[config.mk]
export PLATFORM = sky130hd
export DESIGN_NAME = opaque_fifo
export DESIGN_NICKNAME = d
export VERILOG_FILES = /design/src/rtl/opaque_fifo_pkg.sv /design/src/rtl/fifo_ptr_wrap.sv /design/src/rtl/opaque_fifo.sv
export SDC_FILE = /design/constraint.sdc
export NUM_CORES = 1
export LEC_CHECK = 0
export CAP_MARGIN = 15
export CORE_MARGIN = 3
export CORE_UTILIZATION = 40
export CTS_BUF_LIST = sky130_fd_sc_hd__clkbuf_8
export CTS_CLUSTER_SIZE = 24
export DETAILED_ROUTE_END_ITERATION = 6
export PLACE_DENSITY = 0.65
export SLEW_MARGIN = 20
export SYNTH_ARGS = -nofsm -noshare
export SYNTH_HDL_FRONTEND = slang
export SYNTH_HIERARCHICAL = 1
export SYNTH_SLANG_ARGS = --single-unit
[constraint.sdc]
create_clock -name clk -period 2.7 [get_ports clk]
set_clock_uncertainty 0.15 [all_clocks]
set_input_delay 0.81 -clock clk [delete_from_list [all_inputs] [get_ports clk]]
set_output_delay 0.81 -clock clk [all_outputs]
set_load 0.01 [all_outputs]
[src/rtl/opaque_fifo_pkg.sv]
// Shared handshake package for the elastic buffer family (opaque_fifo, tehb).
// Contents:
//   fifo_clog2     - ceiling log2, used for count and pointer widths
//   fifo_ptr_width - pointer width, never less than one bit
//   hs_chan_t      - common valid/ready channel bundle for wrappers
package opaque_fifo_pkg;

    // Payload width of the shared channel bundle; wrappers with other widths
    // carry the payload beside the bundle.
    localparam int unsigned HS_DATA_W = 32;

    // Forward half of a valid/ready channel; ready travels the other way.
    typedef struct packed {
        logic                 valid;
        logic [HS_DATA_W-1:0] data;
    } hs_chan_t;

    // Ceiling log2; fifo_clog2(1) == 0.
    function automatic int unsigned fifo_clog2(input int unsigned n);
        int unsigned r;
        r = 0;
        for (int i = 0; i < 32; i++) begin
            if ((64'd1 << i) < 64'(n)) begin
                r = i + 1;
            end
        end
        return r;
    endfunction

    // A depth-1 buffer still needs a one-bit pointer.
    function automatic int unsigned fifo_ptr_width(input int unsigned n);
        return (fifo_clog2(n) < 1) ? 1 : fifo_clog2(n);
    endfunction

endpackage

[src/rtl/fifo_ptr_wrap.sv]
// Modulo-DEPTH pointer register. Advances by one when en_i is high and
// wraps from DEPTH-1 to 0 explicitly, so non-power-of-two depths work.
// Ports:
//   clk_i  - clock
//   rst_ni - asynchronous active-low reset, pointer returns to 0
//   en_i   - advance the pointer this cycle
//   ptr_o  - current pointer value
module fifo_ptr_wrap
    import opaque_fifo_pkg::*;
#(
    parameter int unsigned DEPTH = 2,
    parameter int unsigned PTR_W = 1
) (
    input  logic             clk_i,
    input  logic             rst_ni,
    input  logic             en_i,
    output logic [PTR_W-1:0] ptr_o
);

    logic [PTR_W-1:0] ptr_q;
    logic [PTR_W-1:0] ptr_d;

    // Next pointer: hold, increment, or wrap at the last slot.
    always_comb begin
        ptr_d = ptr_q;
        if (en_i) begin
            if (ptr_q == PTR_W'(DEPTH - 1)) begin
                ptr_d = '0;
            end else begin
                ptr_d = ptr_q + 1'b1;
            end
        end
    end

    // Pointer register.
    always_ff @(posedge clk_i or negedge rst_ni) begin
        if (!rst_ni) begin
            ptr_q <= '0;
        end else begin
            ptr_q <= ptr_d;
        end
    end

    assign ptr_o = ptr_q;

endmodule

[src/rtl/opaque_fifo.sv]
// Opaque elastic FIFO: a multi-slot valid/ready buffer whose outputs come
// from registered state only, so no input reaches an output combinationally.
// Placed after a tehb, the pair forms a fully decoupled pipeline cut.
// Ports:
//   clk        - clock
//   rst        - asynchronous active-low reset, discards all entries
//   ins        - input payload
//   ins_valid  - input valid
//   ins_ready  - input ready (not full)
//   outs       - output payload (head entry)
//   outs_valid - output valid (not empty)
//   outs_ready - output ready
//   occupancy  - entry count, only when OPAQUE_FIFO_OCC_EN is defined
module opaque_fifo
    import opaque_fifo_pkg::*;
#(
    parameter int unsigned DATA_TYPE = 32,
    parameter int unsigned NUM_SLOTS = 2
) (
    input  logic                                 clk,
    input  logic                                 rst,
    input  logic [DATA_TYPE-1:0]                 ins,
    input  logic                                 ins_valid,
    output logic                                 ins_ready,
`ifdef OPAQUE_FIFO_OCC_EN
    output logic [fifo_clog2(NUM_SLOTS+1)-1:0]   occupancy,
`endif
    output logic [DATA_TYPE-1:0]                 outs,
    output logic                                 outs_valid,
    input  logic                                 outs_ready
);

    localparam int unsigned CNT_W = fifo_clog2(NUM_SLOTS + 1);
    localparam int unsigned PTR_W = fifo_ptr_width(NUM_SLOTS);

    logic [DATA_TYPE-1:0] mem_q [NUM_SLOTS];
    logic [CNT_W-1:0]     cnt_q;
    logic [CNT_W-1:0]     cnt_d;
    logic [PTR_W-1:0]     rd_ptr;
    logic [PTR_W-1:0]     wr_ptr;
    logic                 empty;
    logic                 full;
    logic                 push;
    logic                 pop;

    // Status and handshakes; ins_ready and outs_valid look only at cnt_q.
    assign empty      = (cnt_q == '0);
    assign full       = (cnt_q == CNT_W'(NUM_SLOTS));
    assign ins_ready  = ~full;
    assign outs_valid = ~empty;
    assign push       = ins_valid & ins_ready;
    assign pop        = outs_valid & outs_ready;
    assign outs       = mem_q[rd_ptr];

    fifo_ptr_wrap #(
        .DEPTH (NUM_SLOTS),
        .PTR_W (PTR_W)
    ) u_wr_ptr (
        .clk_i  (clk),
        .rst_ni (rst),
        .en_i   (push),
        .ptr_o  (wr_ptr)
    );

    fifo_ptr_wrap #(
        .DEPTH (NUM_SLOTS),
        .PTR_W (PTR_W)
    ) u_rd_ptr (
        .clk_i  (clk),
        .rst_ni (rst),
        .en_i   (pop),
        .ptr_o  (rd_ptr)
    );

    // Count moves only when exactly one of push/pop happens.
    always_comb begin
        cnt_d = cnt_q;
        case ({push, pop})
            2'b10:   cnt_d = cnt_q + CNT_W'(1);
            2'b01:   cnt_d = cnt_q - CNT_W'(1);
            default: cnt_d = cnt_q;
        endcase
    end

    always_ff @(posedge clk or negedge rst) begin
        if (!rst) begin
            cnt_q <= '0;
        end else begin
            cnt_q <= cnt_d;
        end
    end

    // Storage is cleared on reset so outs reads zero while empty after reset.
    always_ff @(posedge clk or negedge rst) begin
        if (!rst) begin
            for (int i = 0; i < NUM_SLOTS; i++) begin
                mem_q[i] <= '0;
            end
        end else if (push) begin
            mem_q[wr_ptr] <= ins;
        end
    end

`ifdef OPAQUE_FIFO_OCC_EN
    assign occupancy = cnt_q;
`endif

endmodule

==> metrics.txt <==
clock latency on the worst-skew pair=about 330 ps; post-placement cell count=356; power per cell area=about 1300 nW/µm²; IR Drop Worst-Case VDD=0.000470 V; global-route usage over all layers=0.139; number of buffers created by CTS=9; die boundary height=96.7 µm; crit end category=output port; Post-Syn Instances=190; max-capacitance violation count=0; number of distinct library cells after synthesis=19; total via count after detailed routing=~1800; effective utilization at floorplan=0.419; sequential share of power=0.344; final instance area=roughly 4200 µm²; IO Count=70; Reg2Reg Launch Point=cnt_q[0]; initial antenna violation count=0; average instance area after synthesis=between 15 and 20 µm²; final period utilization=0.948; Hold WC Path Type=primary input to async pin; via count of the first global-routing pass=between 1500 and 2000; WL/cell=16.2 µm; fraction of the yosys area taken by sequential cells=0.518; transition time of the tightest slew-check pin=between 300 and 400 ps; die span in x=a little under 100 µm; Clk network pwr share=0.155; number of antenna repair diodes=0; placeable core area=between 7000 and 8000 µm²; count of pins over their slew limit=0; final setup vio count=0; Starting DRT DRC Count=69; Post-synth top flop=dfrtp_1; number of storage elements in the synthesis netlist=68; ranking of synthesized cells by instance count=dfrtp_1, mux2_4, mux2_2; area growth from synthesis to layout=29.0%; RSZ-0062 raised after global routing=false; buffer depth of the longest clock path=2; time the final worst path needs with I/O delays and setup=about 2600 ps; post-CTS sizing=32; critical path startpoint=u_rd_ptr/ptr_o; Pint=around 0.0037 W; Post-DRT Antenna Nets=0; EDFF count, synth=0; category of the critical setup timing path=flip-flop to output port; # nets final=roughly 300; Via density=4.75; hold bufs inserted after CTS=0; number of iterations in the first detailed-routing pass=4; synthesis warning total=6; sw frac=0.308; Critical Path Start Type=flip-flop; static leakage=between 1.5 and 2 nW; global placer's final weighted congestion=roughly 0.70; TritonCTS clock tree=yes; combinational cell fraction of total power=0.501; total die area=about 9300 µm²; maximum level of the CTS H-tree=3; total area of sequential cells=approximately 1700 µm²; total grt overflow=0; maximum number of pins on one net before global-route repair=between 60 and 70; achievable frequency=between 300 and 400 MHz; final std cells w/o fill=372; count of buffers inserted at the top-level ports=69; Synth area leader=dfrtp_1; Filler Cells Inserted=between 600 and 700; DRC violations left=0; total detailed-routing wirelength=between 6 and 7 mm; buffers inserted by post-CTS timing repair=0; reg2reg path depth=5; number of sinks driven by the clock tree=68; fraction of layout instances using a drive strength above 1=0.452; async set-or-reset flop fraction in the synthesized netlist=1.00; reg-to-reg slack, setup=approximately 910 ps; first-pass GRT wire length=approximately 10 mm; Worst Path Max Fanout=19; Data arrival, critical path=about 1600 ps; Total Negative Setup Slacks=0 ps; normalized max-slew margin=0.757; Yosys top cell area share=0.518; sw power=between 0.0015 and 0.002 W; number of placement rows=32; result of the run=finished, final reports clean; clock slew at reported path FFs=about 90 ps; netlist area before placement=3290 µm²; cell with the most instances after synthesis=dfrtp_1; multi-input combinational cell area=1420 µm²; HPWL reported at the end of detailed placement=slightly above 4 mm; final hold violation count=0; required time reported for the critical path endpoint=1740 ps; standard cell area after detailed placement=4080 µm²; cell at the root of the clock tree=clkbuf_8; leading post-synthesis cells by cell area=dfrtp_1, mux2_4, mux2_2, buf_12, mux2_1; post-synthesis net count=about 230
-- cells by family (layout without fill, tap and decap cells) --
group                      Yosys count  in the layout  share of synthesized area
DFF                                 68             68                      0.518
and+or+nand+nor                      7              7                     0.0175
muxes                               96             96                      0.397
xor gates and xnor gates             5              5                     0.0133
buffers and inverters               13             93                     0.0502
adders and majority gates            1              1                    0.00381
-- power by group through the flow --
stage | Combinational (W) | Sequential [W] | Clock (W)
final | 0.00271 | 0.00186 | 0.000836
after global routing | 0.00290 | 0.00193 | 0.000905
after CTS | 0.00276 | 0.00186 | 0.000855
after detailed placement | 0.00302 | 0.00187 | 0
after global placement | 0.00298 | 0.00187 | 0
after floorplan | 0.00202 | 0.00176 | 0
-- area by class of cell --
| class | instances | share of cell area |
|---|---|---|
| repair buffers | 76 | 0.185 |
| well taps | 102 | 0.0301 |
| clock inverters | 7 | 0.0180 |
| clock buffers | 9 | 0.0292 |
| inverters | 1 | 0.000885 |
| flip-flops and latches | 68 | 0.401 |
| multi-input cells | 109 | 0.335 |
-- layout by cell type (no fill, tap or decap), types with 2 or more instances in the layout --
master,count
clkdlybuf4s50_1,36
dlygate4sd2_1,32
mux2_1,3
clkbuf_8,9
mux2_2,33
buf_12,7
mux2_4,60
dfrtp_1,68
clkinv_4,2
xnor2_1,2
clkinvlp_4,2
xor2_1,3
-- worst paths after layout --
path                                  endpoint
worst max-delay path                  outs[31]
worst min-delay path                 mem_q[30]
worst max register to register        cnt_q[1]
worst min register to register  u_wr_ptr/ptr_o
max in group asynchronous             mem_q[0]
min in group clk                u_wr_ptr/ptr_o
-- per-layer routing --
layer	global-route usage	vias up	share of wire
met5	0	-	0
met4	0.0518	0	0.0091
met3	0.0375	4	0.036
met2	0.209	44	0.46
met1	0.195	898	0.49
li1	-	821	-
-- stage by stage --
stage          total power [W]   util  setup slack [ps]  hold WS (ps)
3_5_place_dp           0.00489  0.520               269           324
4_1_cts                0.00548  0.540              99.6           338
2_1_floorplan          0.00378      -               631           290
5_1_grt                0.00574  0.540              62.0           328
3_3_place_gp           0.00484  0.520               294           320
6_report               0.00540  0.540               140           322
-- sequential cells by signal (all words and copies together), names as in the netlist --
signal / count
mem_q: 64
cnt_q: 2
u_wr_ptr/ptr_o: 1
u_rd_ptr/ptr_o: 1
-- critical path, stage by stage, from the launching register on --
cell	delay, ps
dfrtp_1	440
buf_12	190
mux2_2	350
dlygate4sd2_1	280
No activity file was read; power rests on OpenSTA's default activity.
